File: config.mk
export PLATFORM = sky130hd
export DESIGN_NAME = batch_norm_pipe
export DESIGN_NICKNAME = d
export VERILOG_FILES = /design/src/rtl/batch_norm_pipe.sv
export SDC_FILE = /design/constraint.sdc
export NUM_CORES = 1
export LEC_CHECK = 0
export BUFFER_PORTS_ARGS = -buffer_cell sky130_fd_sc_hd__buf_2
export CAP_MARGIN = 10
export CORE_MARGIN = 5
export CORE_UTILIZATION = 25
export DETAILED_ROUTE_END_ITERATION = 7
export PLACE_DENSITY = 0.41
export SYNTH_ARGS = -nofsm -noshare
export SYNTH_HDL_FRONTEND = slang
export SYNTH_SLANG_ARGS = --single-unit
File: constraint.sdc
create_clock -name clk -period 3.8 [get_ports clk]
set_input_delay 0.19 -clock clk [delete_from_list [all_inputs] [get_ports clk]]
set_output_delay 0.19 -clock clk [all_outputs]
set_load 0.02 [all_outputs]
File: src/rtl/batch_norm_pipe.sv
// rtl/batch_norm_pipe.sv - two-stage per-channel batch-norm affine update with saturation
// Per-channel factor/addend table feeds an S1 term register and an S2 saturating sum register.
module batch_norm_pipe #(
    parameter int WIDTH        = 6,
    parameter int ADDEND_WIDTH = WIDTH - 2,
    parameter int CHANNELS     = 4,
    parameter int CH_W         = (CHANNELS > 1) ? $clog2(CHANNELS) : 1
) (
    input  logic                           clk,
    input  logic                           reset,
    input  logic                           cfg_we,
    input  logic [CH_W-1:0]                cfg_ch,
    input  logic [3:0]                     cfg_factor,
    input  logic signed [ADDEND_WIDTH-1:0] cfg_addend,
    input  logic                           in_valid,
    output logic                           in_ready,
    input  logic [CH_W-1:0]                in_ch,
    input  logic signed [WIDTH-1:0]        u,
    input  logic signed [WIDTH-1:0]        z,
    output logic                           out_valid,
    input  logic                           out_ready,
    output logic [CH_W-1:0]                out_ch,
    output logic signed [WIDTH-1:0]        u_out,
    output logic                           out_sat
);
    localparam int IW = WIDTH + 4;
    localparam logic signed [IW-1:0] SAT_MAX = IW'((1 << (WIDTH - 1)) - 1);
    localparam logic signed [IW-1:0] SAT_MIN = ~SAT_MAX;

    logic [3:0]                     r_factor [CHANNELS];
    logic signed [ADDEND_WIDTH-1:0] r_addend [CHANNELS];

    logic                    r_v1;
    logic [CH_W-1:0]         r_ch1;
    logic signed [IW-1:0]    r_base;
    logic signed [IW-1:0]    r_t0;
    logic signed [IW-1:0]    r_t1;
    logic                    r_out_valid;
    logic [CH_W-1:0]         r_out_ch;
    logic signed [WIDTH-1:0] r_u_out;
    logic                    r_out_sat;

    logic                           w_adv;
    logic [3:0]                     w_factor_raw;
    logic [3:0]                     w_code;
    logic signed [ADDEND_WIDTH-1:0] w_addend;
    logic signed [IW-1:0]           w_zx;
    logic signed [IW-1:0]           w_base;
    logic signed [IW-1:0]           w_t0;
    logic signed [IW-1:0]           w_t1;
    logic signed [IW-1:0]           w_sum;
    logic signed [WIDTH-1:0]        w_sat_val;
    logic                           w_clamp;

    assign w_adv     = !r_out_valid || out_ready;
    assign in_ready  = w_adv;
    assign out_valid = r_out_valid;
    assign out_ch    = r_out_ch;
    assign u_out     = r_u_out;
    assign out_sat   = r_out_sat;

    // Out-of-range channels fall back to x1 / +0; any x8 combination beyond 8 collapses to plain x8.
    always_comb begin
        w_factor_raw = 4'b0100;
        w_addend     = '0;
        if (32'(in_ch) < CHANNELS) begin
            w_factor_raw = r_factor[in_ch];
            w_addend     = r_addend[in_ch];
        end
        w_code = (w_factor_raw[1:0] == 2'b11) ? 4'b0011 : w_factor_raw;
    end

    assign w_zx   = {{4{z[WIDTH-1]}}, z};
    assign w_base = {{4{u[WIDTH-1]}}, u} + {{(IW-ADDEND_WIDTH){w_addend[ADDEND_WIDTH-1]}}, w_addend};

    always_comb begin
        case (w_code[1:0])
            2'b00:   w_t0 = '0;
            2'b01:   w_t0 = w_zx >>> 1;
            2'b10:   w_t0 = w_zx <<< 1;
            default: w_t0 = w_zx <<< 3;
        endcase
        case (w_code[3:2])
            2'b00:   w_t1 = '0;
            2'b01:   w_t1 = w_zx;
            2'b10:   w_t1 = w_zx >>> 2;
            default: w_t1 = w_zx <<< 2;
        endcase
    end

    assign w_sum = r_base + r_t0 + r_t1;

    always_comb begin
        w_sat_val = w_sum[WIDTH-1:0];
        w_clamp   = 1'b0;
        if (w_sum > SAT_MAX) begin
            w_sat_val = SAT_MAX[WIDTH-1:0];
            w_clamp   = 1'b1;
        end else if (w_sum < SAT_MIN) begin
            w_sat_val = SAT_MIN[WIDTH-1:0];
            w_clamp   = 1'b1;
        end
    end

    always_ff @(posedge clk) begin
        if (reset) begin
            for (int i = 0; i < CHANNELS; i++) begin
                r_factor[i] <= 4'b0100;
                r_addend[i] <= '0;
            end
            r_v1        <= 1'b0;
            r_ch1       <= '0;
            r_base      <= '0;
            r_t0        <= '0;
            r_t1        <= '0;
            r_out_valid <= 1'b0;
            r_out_ch    <= '0;
            r_u_out     <= '0;
            r_out_sat   <= 1'b0;
        end else begin
            // Table writes land at the edge, so the sample accepted on the same edge still sees old values.
            if (cfg_we && (32'(cfg_ch) < CHANNELS)) begin
                r_factor[cfg_ch] <= cfg_factor;
                r_addend[cfg_ch] <= cfg_addend;
            end
            if (w_adv) begin
                r_v1 <= in_valid;
                if (in_valid) begin
                    r_ch1  <= in_ch;
                    r_base <= w_base;
                    r_t0   <= w_t0;
                    r_t1   <= w_t1;
                end
                r_out_valid <= r_v1;
                if (r_v1) begin
                    r_out_ch  <= r_ch1;
                    r_u_out   <= w_sat_val;
                    r_out_sat <= w_clamp;
                end
            end
        end
    end
endmodule

==> flow_summary.yaml <==
cts:
  cts-root-to-sink-buffers: 2
  clock_sink_count: 69
  clock_insertion_delay_worst_skew_ns: 0.34
  number_of_buffers_inserted_by_post_cts_setup_repair: 0
  clock-root-buffer: "sky130_fd_sc_hd__clkbuf_16"
  cts_max_level: 3
  clock_tree_from_tritoncts: "done"
  post_cts_resized: 0
  cts-hold-fix-buffers: 0
  cts.reportedPaths.clkPinSlew_ns: 0.06
  cts_inserted_buffers: 9
timing:
  final_total_negative_setup_slack_ns: 0
  max_slew_margin: 0.4034
  max_slew_violations: 0
  rsz0062_at_grt: "false"
  final_period_minus_worst_setup_slack_ns: 2.881
  min_period_over_period: 0.7581
  max_freq_mhz: 347.1
  clock-skew-final_ns: 0.01148
  timing_hold_violations_final: 0
  finalSetupViolations: 0
  max_slew.worst_pin.slew_ns: 0.8928
  post-route-worst-setup-slack_ns: 0.9191
placed_design:
  gp_routability_congestion: 0.7661
  pre_cts_slack_ns: 0.9114
  port-buffer-count: 39
  placed_cells_incl_taps: 609
  dpl.hpwl_mm: 6.939
floorplan:
  initial_utilization: 0.2570
  row_count: 45
  core_area_um2: 15310
  chipWidth_um: 135.5
  die-area_um2: 18350
  top_level_ports: 40
  die_height_um: 135.5
pwr:
  power_per_cell_area_nw_per_um2: 482.8
  power_leakage_nw: 1.784
  report.power.total_w: 0.002221
  power.ir.vdd_worst_mv: 0.2306
drt:
  detail_route.first_pass.iterations: 4
  drt.antenna.violating_nets: 0
  drc_errors: 0
  number_of_design_rule_violations_left_by_the_first_detailed_router_iteration: 123
  routedWlPerCell_um: 15.00
  via_density_per_instance: 4.406
  vias: 2754
  postRouteWirelength_mm: 9.374
synth:
  synth.largest_area_cell: "sky130_fd_sc_hd__edfxtp_1"
  yosys_register_bits: 69
  syn_area_um2: 3936
  yosysTopAreaCellShare: 0.2441
  syn-instance-count: 370
  ys_warn_count: 0
  top_reg_cell_synth: "sky130_fd_sc_hd__dfxtp_1"
  cell_with_the_most_instances_after_synthesis: "sky130_fd_sc_hd__dfxtp_1"
  synth_area_per_cell_um2: 10.64
  synth.top_cells.by_count: "sky130_fd_sc_hd__dfxtp_1 (37), sky130_fd_sc_hd__nor2_1 (34), sky130_fd_sc_hd__edfxtp_1 (32), sky130_fd_sc_hd__nand2_1 (32), sky130_fd_sc_hd__and2_1 (31)"
  synth.top_cells.by_area: "sky130_fd_sc_hd__edfxtp_1 (24%), sky130_fd_sc_hd__dfxtp_1 (19%), sky130_fd_sc_hd__fa_1 (5.6%), sky130_fd_sc_hd__and2_1 (4.9%), sky130_fd_sc_hd__mux4_2 (4.6%)"
  seq_area_frac_synth: 0.4323
  post_synth_num_cell_types: 60
  mappedNetlistNets: 424
  synth_enable_flop_cells: 32
  async_set_or_reset_flop_fraction_in_the_synthesized_netlist: 0
setup_path:
  crit_required_ns: 4.02
  worstSetupEndpointType: "flip-flop"
  critPathLaunchType: "flip-flop"
  crit_type: "reg -> reg"
  critical_path.startpoint: "r_base[1]$_SDFFE_PP0P_"
  rr_startpoint: "r_base[1]$_SDFFE_PP0P_"
  cp.arrival_ns: 3.10
  critical_path.max_fanout: 5
flow_run:
  cap_viol_max_count: 0
global_route:
  antenna_found_initial: 0
  grt_use_met2: 0.1986
  grt_start_max_net_pins: 48
  grt_remaining_overflow: 0
  met1_usage: 0.1273
  grtUsageMet3: 0.03009
  first_global_vias: 2951
  busiest_layer: "met2"
  grt_pass1_wl_mm: 15.55
  global_route_usage_over_all_layers: 0.1097
worst_hold_path:
  holdCritStartpoint: "cfg_factor[2]"
  hold_class: "in -> reg"
finish:
  layout-area-overhead-vs-synth_pct: 16.88
  fill_cells: 1679
  finish.net_count: 463
  share_of_cells_above_drive_strength_1: 0.2077
  layoutNonFillerInstCount: 625
  antennaDiodeCount: 0
outcome:
  run_status: "complete, no violations"
## critical path, cell delays in order (launching register included)
cell                       delay, ns
sky130_fd_sc_hd__dfxtp_1        0.33
sky130_fd_sc_hd__inv_1          0.06
sky130_fd_sc_hd__fa_1           0.52
sky130_fd_sc_hd__inv_1          0.04
sky130_fd_sc_hd__ha_1           0.23
sky130_fd_sc_hd__fa_1           0.41
sky130_fd_sc_hd__nand3_1        0.13
sky130_fd_sc_hd__a21o_1         0.13
sky130_fd_sc_hd__nand2_1        0.06
sky130_fd_sc_hd__a311oi_2       0.42
sky130_fd_sc_hd__a22oi_2        0.20
sky130_fd_sc_hd__a22o_1         0.25
## flip-flops by register name (all words and copies together) (netlist names), 2 cells and up
name / cells
r_t1: 8
u_out: 6
r_t0: 9
r_base: 7
r_ch1: 2
r_addend: 16
out_ch: 2
r_factor: 16
## kinds of logic after synthesis
logic type,Yosys count,share of synthesized area
multiplexers,18,0.07247
buffers and inverters,26,0.03592
AO/OA/AOI/OAI,70,0.1338
AND/OR/NAND/NOR,155,0.2095
XOR/XNOR,7,0.01558
adder cells (fa/ha/maj),25,0.1004
flip-flops,69,0.4323
## cell type report
type	instances	area, µm²	area share
timing repair buffer	43	225.2	0.04895
multi-input combinational	275	2093	0.4550
sequential	69	1702	0.3699
tap	211	264.0	0.05738
clock inverter	6	46.29	0.01006
inverter	11	41.29	0.008975
clock buffer	10	229.0	0.04977
## placed cells by master (no fill, tap or decap), types with 9 or more instances in the layout
cell type	count
sky130_fd_sc_hd__buf_2	39
sky130_fd_sc_hd__dfxtp_1	37
sky130_fd_sc_hd__nor2_1	34
sky130_fd_sc_hd__nand2_1	32
sky130_fd_sc_hd__edfxtp_1	32
sky130_fd_sc_hd__and2_1	31
sky130_fd_sc_hd__a21oi_1	23
sky130_fd_sc_hd__ha_1	14
sky130_fd_sc_hd__inv_1	11
sky130_fd_sc_hd__nor3_1	11
sky130_fd_sc_hd__fa_1	11
sky130_fd_sc_hd__nand2b_1	9
sky130_fd_sc_hd__clkbuf_16	9
## metrics by stage
step | area (µm²) | util | hold WS (ns)
floorplan | 3936 | - | 0.3353
global placement | 4325 | 0.2824 | 0.4503
detailed placement | 4325 | 0.2824 | 0.4457
CTS | 4601 | 0.3004 | 0.1444
global route | 4601 | 0.3004 | 0.1674
finish | 4601 | 0.3004 | 0.1545
## worst paths after layout
check | cells after the start | endpoint | slack, ns
worst min register to register | 2 | u_out[5]$_SDFFE_PP0P_ | 0.45
worst max-delay path | 11 | u_out[4]$_SDFFE_PP0P_ | 0.92
worst min-delay path | 2 | r_factor[3][2]$_DFFE_PP_ | 0.15
worst max register to register | 11 | u_out[4]$_SDFFE_PP0P_ | 0.92
## report_power, final
group | internal, W | leakage [nW] | switching (W) | total [W]
clock network | 0.000446 | 0.126 | 0.000333 | 0.000779
logic | 0.000235 | 1.04 | 0.000326 | 0.000561
registers | 0.000846 | 0.617 | 0.0000356 | 0.000881
## routing by layer
metal  vias to the layer above  routed length [µm]
met3                        13                 308
met2                        38                4793
li1                       1414                   -
met4                         0                 133
met1                      1289                4139
met5                         -                   0
No activity file was read; power rests on OpenSTA's default activity.
